$ cat src/rtl/pc_update_pkg.sv
// ============================================================================
// Module : pc_update_pkg
// Brief  : Shared encodings for the PC update stage (branch ops, fetch FSM).
// Rev    : 1.0 - initial release
// ============================================================================
`default_nettype none

package pc_update_pkg;

   localparam logic [1:0] BR_BEQ = 2'b00;
   localparam logic [1:0] BR_BNE = 2'b01;
   localparam logic [1:0] BR_BLE = 2'b10;
   localparam logic [1:0] BR_BGT = 2'b11;

   localparam logic [31:0] EPC_OFFSET = 32'd4;

   typedef enum logic [1:0] {
      FS_IDLE = 2'd0,
      FS_WAIT = 2'd1,
      FS_DONE = 2'd2
   } fetch_state_t;

endpackage

`default_nettype wire

$ cat src/rtl/pc_branch_cond.sv
// ============================================================================
// Module : pc_branch_cond
// Brief  : Combinational branch condition from branch_op and ALU flags.
// Rev    : 1.0 - initial release
// ============================================================================
`default_nettype none

module pc_branch_cond
   import pc_update_pkg::*;
(
   input  logic [1:0] branch_op,
   input  logic       alu_zero,
   input  logic       alu_gt,
   output logic       cond
);

   always_comb begin
      cond = 1'b0;
      case (branch_op)
         BR_BEQ:  cond = alu_zero;
         BR_BNE:  cond = !alu_zero;
         BR_BLE:  cond = alu_zero | !alu_gt;
         BR_BGT:  cond = alu_gt;
         default: cond = 1'b0;
      endcase
   end

endmodule

`default_nettype wire

$ cat src/rtl/pc_update_unit.sv
// ============================================================================
// Module : pc_update_unit
// Brief  : Architectural PC/EPC registers, commit/alignment pulses and the
//          instruction-fetch wait sequencer.
// Rev    : 1.0 - initial release
// ============================================================================
`default_nettype none

module pc_update_unit
   import pc_update_pkg::*;
#(
   parameter logic [31:0] RESET_PC = 32'h0000_0000,
   parameter int          MEM_LAT  = 2
)
(
   input  logic        clk,
   input  logic        reset,
   input  logic [31:0] pc_next,
   input  logic        pc_write,
   input  logic        pc_write_cond,
   input  logic [1:0]  branch_op,
   input  logic        alu_zero,
   input  logic        alu_gt,
   input  logic        epc_write,
   input  logic        fetch_req,
   output logic [31:0] pc_out,
   output logic [31:0] epc_out,
   output logic        pc_written,
   output logic        align_exc,
   output logic        fetch_busy,
   output logic        fetch_done
);

   // Counter holds the remaining WAIT cycles after the current one.
   localparam logic [3:0] LAT_RELOAD = (MEM_LAT == 0) ? 4'd0 : 4'(MEM_LAT - 1);

   logic         cond;
   logic         take;
   logic         commit;
   logic         misaligned;

   logic [31:0]  pc_d, pc_q;
   logic [31:0]  epc_d, epc_q;
   logic         pc_written_d, pc_written_q;
   logic         align_exc_d, align_exc_q;
   fetch_state_t state_d, state_q;
   logic [3:0]   cnt_d, cnt_q;

   pc_branch_cond u_branch_cond (
      .branch_op (branch_op),
      .alu_zero  (alu_zero),
      .alu_gt    (alu_gt),
      .cond      (cond)
   );

   assign take       = pc_write | (pc_write_cond & cond);
   assign commit     = take & (pc_next[1:0] == 2'b00);
   assign misaligned = take & (pc_next[1:0] != 2'b00);

   always_comb begin
      pc_d         = pc_q;
      epc_d        = epc_q;
      pc_written_d = commit;
      align_exc_d  = misaligned;
      if (commit) begin
         pc_d = pc_next;
      end
      // A rejected target records the faulting PC itself, taking priority.
      if (misaligned) begin
         epc_d = pc_q;
      end else if (epc_write) begin
         epc_d = pc_q - EPC_OFFSET;
      end
   end

   always_comb begin
      state_d = state_q;
      cnt_d   = cnt_q;
      case (state_q)
         FS_IDLE: begin
            if (fetch_req) begin
               if (MEM_LAT == 0) begin
                  state_d = FS_DONE;
               end else begin
                  state_d = FS_WAIT;
                  cnt_d   = LAT_RELOAD;
               end
            end
         end
         FS_WAIT: begin
            // A new PC restarts the fetch at the new address.
            if (commit) begin
               cnt_d = LAT_RELOAD;
            end else if (cnt_q == 4'd0) begin
               state_d = FS_DONE;
            end else begin
               cnt_d = cnt_q - 4'd1;
            end
         end
         FS_DONE: begin
            state_d = FS_IDLE;
         end
         default: begin
            state_d = FS_IDLE;
         end
      endcase
   end

   always_ff @(posedge clk or posedge reset) begin
      if (reset) begin
         pc_q         <= RESET_PC;
         epc_q        <= 32'd0;
         pc_written_q <= 1'b0;
         align_exc_q  <= 1'b0;
         state_q      <= FS_IDLE;
         cnt_q        <= 4'd0;
      end else begin
         pc_q         <= pc_d;
         epc_q        <= epc_d;
         pc_written_q <= pc_written_d;
         align_exc_q  <= align_exc_d;
         state_q      <= state_d;
         cnt_q        <= cnt_d;
      end
   end

   assign pc_out     = pc_q;
   assign epc_out    = epc_q;
   assign pc_written = pc_written_q;
   assign align_exc  = align_exc_q;
   assign fetch_busy = (state_q == FS_WAIT);
   assign fetch_done = (state_q == FS_DONE);

endmodule

`default_nettype wire

$ cat config.mk
export PLATFORM = sky130hd
export DESIGN_NAME = pc_update_unit
export DESIGN_NICKNAME = d
export VERILOG_FILES = /design/src/rtl/pc_update_pkg.sv /design/src/rtl/pc_branch_cond.sv /design/src/rtl/pc_update_unit.sv
export SDC_FILE = /design/constraint.sdc
export NUM_CORES = 1
export LEC_CHECK = 0
export CELL_PAD_IN_SITES_DETAIL_PLACEMENT = 0
export CELL_PAD_IN_SITES_GLOBAL_PLACEMENT = 1
export CORE_AREA = 3 3 101 103
export CTS_CLUSTER_DIAMETER = 50
export DETAILED_ROUTE_END_ITERATION = 12
export DIE_AREA = 0 0 104 106
export PLACE_DENSITY_LB_ADDON = 0.1
export SLEW_MARGIN = 20
export SYNTH_ARGS = -nofsm -noshare
export SYNTH_HDL_FRONTEND = slang
export SYNTH_SLANG_ARGS = --single-unit
$ cat constraint.sdc
create_clock -name clk -period 4.9 [get_ports clk]
set_input_delay 0.98 -clock clk [delete_from_list [all_inputs] [get_ports clk]]
set_output_delay 0.98 -clock clk [all_outputs]
set_load 0.05 [all_outputs]
Word level (Yosys, flattened, before mapping)
Index checks and enable logic that the tools add are counted.
- flip-flop bits (word level): 72
- memories: 0
- bits of input ports: 42
- logic and storage cells: 44
- memory bits (writable): 0
- latch bits: 0
- ROM bits: 0
- equality and inequality tests: 9
- multiplexer cells: 11
- reductions and logical operators: 11
- shifts and indexed selects: 0
- multiply operators: 0
- order comparisons: 0
- bitwise logic cells: 5
- $add $sub $neg: 2
- divide/modulo/power cells: 0
- operators with widths (cell ; count):
    32-bit 2-to-1 mux ; 2
    32-bit by 3-bit subtractor with 32-bit output, second input constant ; 1
    4-bit 2-to-1 mux ; 3
    4-bit one-hot mux with 2 select lines ; 1
    2-bit == test, second input constant ; 3
    2-bit logical NOT ; 3
    2-bit 2-to-1 mux ; 3
    3-bit AND reduction ; 2
    2-bit nonzero test ; 3
    2-bit by 1-bit == test with 1-bit output, second input constant ; 2
    4-bit logical NOT ; 1
    2-bit inequality test, second input constant ; 2
    1-bit one-hot mux with 4 select lines ; 1
    2-bit one-hot mux with 2 select lines ; 1
    4-bit by 1-bit subtractor with 4-bit output, second input constant ; 1
    1-bit bitwise AND ; 3
    3-bit inequality test, second input constant ; 1
    1-bit logical NOT ; 2
    2-bit by 1-bit inequality test with 1-bit output, second input constant ; 1
    1-bit OR ; 2

Longest topological paths before layout
- depth after elaboration: 8
- gate-level depth with buffers: 7

Modules after synthesis
Synthesis repeated with hierarchy kept, for this count alone.
- cells, all modules: 386
- area total of the unflattened synthesis: 3414.5 um^2
- by module, submodules not included (module ; instances ; sequential area each (um^2) ; area each (um^2) ; cells an instance):
    pc_update_unit ; 1 ; 1801.7 ; 3382.0 ; 382
    pc_branch_cond ; 1 ; 0.0 ; 32.5 ; 4

Worst setup path after synthesis
No wires, ideal clock.
- path type: input-to-reg
- start: input branch_op[1]
- end: register pc_q[10] (netlist: pc_out[10])
- slack: 2.233 ns
- buffers on the path: 2
- stages on the path: 6
- setup time: 0.125 ns
- arrival: 2.543 ns
- required time: 4.775 ns
- cell sequence: nor3b_1 -> a2111oi_4 -> buf_4 -> nor2_2 -> buf_2 -> mux2_2
- cells in the longest elaborated chain, start to end: 5
- elaborated cells between the ends (all ways): 8
- those cells by class: eq/ne: 3; mux: 1; bitwise: 3; reduce/logical: 1
- ends and longest elaborated chain (element ; RTL line ; RTL):
    from (decl) ; pc_update_unit.sv:21 ; input logic [1:0] branch_op,
    2-bit == test (tied with other cells) ; pc_branch_cond.sv:19 ; case (branch_op)
    1-bit one-hot mux with 4 select lines * ; pc_branch_cond.sv:19 ;
    1-bit bitwise AND * ; pc_update_unit.sv:56 ; assign take = pc_write | (pc_write_cond & cond);
    1-bit OR * ; pc_update_unit.sv:56 ;
    1-bit bitwise AND * ; pc_update_unit.sv:57 ; assign commit = take & (pc_next[1:0] == 2'b00);
    to (signal assigned) ; pc_update_unit.sv:118 ; pc_q <= pc_d;
    to (decl) ; pc_update_unit.sv:42 ; logic [31:0] pc_d, pc_q;
Mark *: on every way between the ends. The rest lies on a longest branch, timed or not.
A chain may end at the register's enable or synchronous reset.

Final worst setup path
- start: input branch_op[0]
- end: register epc_q[29] (netlist: epc_out[29])
- cells in the longest elaborated chain, start to end: 6
- elaborated cells between the ends (all ways): 10
- those cells by class: eq/ne: 3; mux: 2; bitwise: 3; reduce/logical: 2
- ends and longest elaborated chain (element ; RTL line ; RTL):
    2-bit == test (tied with other cells) ; pc_branch_cond.sv:19 ;
    1-bit one-hot mux with 4 select lines * ; pc_branch_cond.sv:19 ;
    1-bit bitwise AND * ; pc_update_unit.sv:56 ;
    1-bit OR * ; pc_update_unit.sv:56 ;
    1-bit bitwise AND * ; pc_update_unit.sv:58 ; assign misaligned = take & (pc_next[1:0] != 2'b00);
    32-bit 2-to-1 mux or 2-bit nonzero test (tied branches) ; n/a ;
    to (signal assigned) ; pc_update_unit.sv:119 ; epc_q <= epc_d;
    to (decl) ; pc_update_unit.sv:43 ; logic [31:0] epc_d, epc_q;
Marks and branches as above.

==> run metrics <==
FP Rows=35; max cap viols=0; clk buf depth=2; area grow syn2layout=39.87%; Mapped Avg Cell Area=10.85 sq um; Post-Syn Area=0.003537 sq mm; minimum clock period=3141 ps; ant diodes=0; worst hold path class=reg -> reg; CP cell instances=clkdlybuf4s50_1, xnor2_1, a2111oi_4, buf_4, o211ai_1, or4_1, a31oi_1; placed cell count=554; CP delay by family, top=compound AO/OA/AOI/OAI gates; Crit Reg-Reg Endpoint=epc_out[31]; outcome=finished, final reports clean; Leakage=1.906 nW; hold wc startpoint=cnt_q[0]; Die W=104 um; post-route core utilization=53.29%; top-count cell post-synth=dfrtp_1; VDD IR max=0.2435 mV; Ys Warns=0; DP Wirelength=6.560 mm; die height=106 um; initial antenna violation count=0; flop2flop setup slack=2070 ps; kind of end point of the critical path=flip-flop; FMAX=0.3184 GHz; DR WL/cell=16.08 um; first-pass GRT wire length=15.19 mm; Die ar.=0.01102 sq mm; Clock Skew=10.69 ps; top-area cell type share of the netlist area=50.94%; Crit path arrival time=3400 ps; setup TNS=0 ps; Worst Hold End=cnt_q[0]; Vias=2,908; asr flop ratio synth=100.0%; # IOs=110; RSZ-0062 raised after global routing=false; DP Worst Slack=1403 ps; measured slew at the worst slew-check pin=773.6 ps; vias per inst=5.102; CTS root buf=clkbuf_8; number of global-route vias before repair=2,873; Slew Viols, Final=0; reg2reg path depth=5; Tcrit/Tclk final=64.10%; post-cts sizing count=0; Max transition margin=48.27%; Setup Viol. Count Final=0; synth cell count leaders=dfrtp_1, nor2_1, mux2_2; EDFF count, synth=0; Setup Fix Bufs, Post-CTS=0; initial core utilization=38.10%; Yosys top cell by area=dfrtp_1; global router's overall resource usage=17.09%; syn nets=371; IO Port Bufs=109; cts bufs inserted=9; TritonCTS clock tree=built; hold buffer count at CTS=0; htree depth=3; final setup margin=1759 ps; synth top area cells=dfrtp_1, mux2_2, nor2_1; Setup Crit Path Kind=in -> reg; Seq cells post-synth=72; layout cells sized above 1=14.51%; Starting DRT DRC Count=108; pin count of the biggest net entering global routing=38; CP max stage delay=560 ps; Critical Path RT=5160 ps; core area=0.009284 sq mm; Syn Inst Count=326; Bufs and invs on worst path=2; PD cells=490.9 mW/mm^2; antenna-violating nets left=0; slowest CP cell=or4_1; Primary FF master, synth=dfrtp_1; maximum fanout along the worst path=11; hold path depth=1; hold violation total from the final report=0; # DRC=0; r2r startpoint=pc_out[3]; final RePlAce weighted congestion=0.7475; Clock Sinks=72; fin nets=481; count of cell types in the netlist=53; clk slew on worst S/H paths=80 ps; final std cells w/o fill=570; register area share after synthesis=50.94%; Startpoint Class=input port; drt total wl=9.166 mm; drt first pass iters=4; GRT overflow=0; clock latency on the worst-skew pair=340 ps
==> power breakdown <==
group	switching (mW)	internal, mW
clock	0.222	0.234
combinational	0.689	0.404
sequential	0.148	0.731
==> worst max path at each step <==
stage | startpoint | to | cells after the start | slack, ps
global route | branch_op[0] | epc_out[29] | 7 | 1600
global placement | branch_op[0] | epc_out[27] | 7 | 1480
floorplan | reset | align_exc | 1 | 2100
CTS | branch_op[0] | epc_out[29] | 7 | 1760
detailed placement | branch_op[0] | epc_out[29] | 7 | 1400
finish | branch_op[0] | epc_out[29] | 7 | 1760
==> state kept, by name (all words and copies together) (netlist names) <==
register    flops
epc_out        32
pc_out         32
cnt_q           4
state_q         2
align_exc       1
pc_written      1
==> metal layers <==
layer / vias up / wire length (um) / track usage (%)
li1: 1430 / - / -
met1: 1394 / 4245 / 22.56
met2: 71 / 4300 / 27.48
met3: 13 / 490 / 4.311
met4: 0 / 129 / 5.793
met5: - / 0 / 0
==> kinds of logic after synthesis <==
kind of cell / synth area share [%]
buffers and inverters: 3.148
flip-flops: 50.94
adder cells (fa/ha/maj): 1.061
multiplexers: 9.834
XOR/XNOR: 1.981
AO/OA/AOI/OAI: 17.09
AND/OR/NAND/NOR: 15.95
==> worst register-to-register path, cell delays in order (launching register included) <==
cell and delay, ps:
dfrtp_1 430, nor4_1 680, nand4b_1 630, or3_1 540, or3_1 310, a31oi_1 160
==> per-stage QoR <==
step                      hold slack [ps]  area, sq um  power (mW)
after floorplan                     456.0         3537       1.594
after global placement              481.2         4767       1.982
after detailed placement            485.1         4767       1.992
after CTS                           504.8         4947       2.453
after global routing                525.9         4947       2.560
final                               498.9         4947       2.428
==> cell usage in the layout, fill, tap and decap left out, types with 3 or more instances in the layout <==
cell type,count
a21oi_1,14
a31oi_1,14
buf_4,7
clkbuf_1,3
clkbuf_8,9
clkdlybuf4s50_1,109
clkinv_2,4
dfrtp_1,72
ha_1,3
inv_1,7
mux2_2,30
nand2_1,16
nor2_1,34
nor2b_1,6
nor4_1,5
o211ai_1,6
o21ai_0,17
o22a_1,10
o31ai_1,7
or2_2,3
or3_1,14
or4_1,6
xor2_1,6
==> final cells by class <==
cell class	count	area [sq um]
Sequential cell	72	1802
Clock inverter	4	45.04
Multi-Input combinational cell	229	1629
Inverter	8	31.28
Timing Repair Buffer	116	1144
Tap cell	129	161.4
Clock buffer	12	135.1
Fill cell	886	4337
Power figures use the tool's default switching activity.
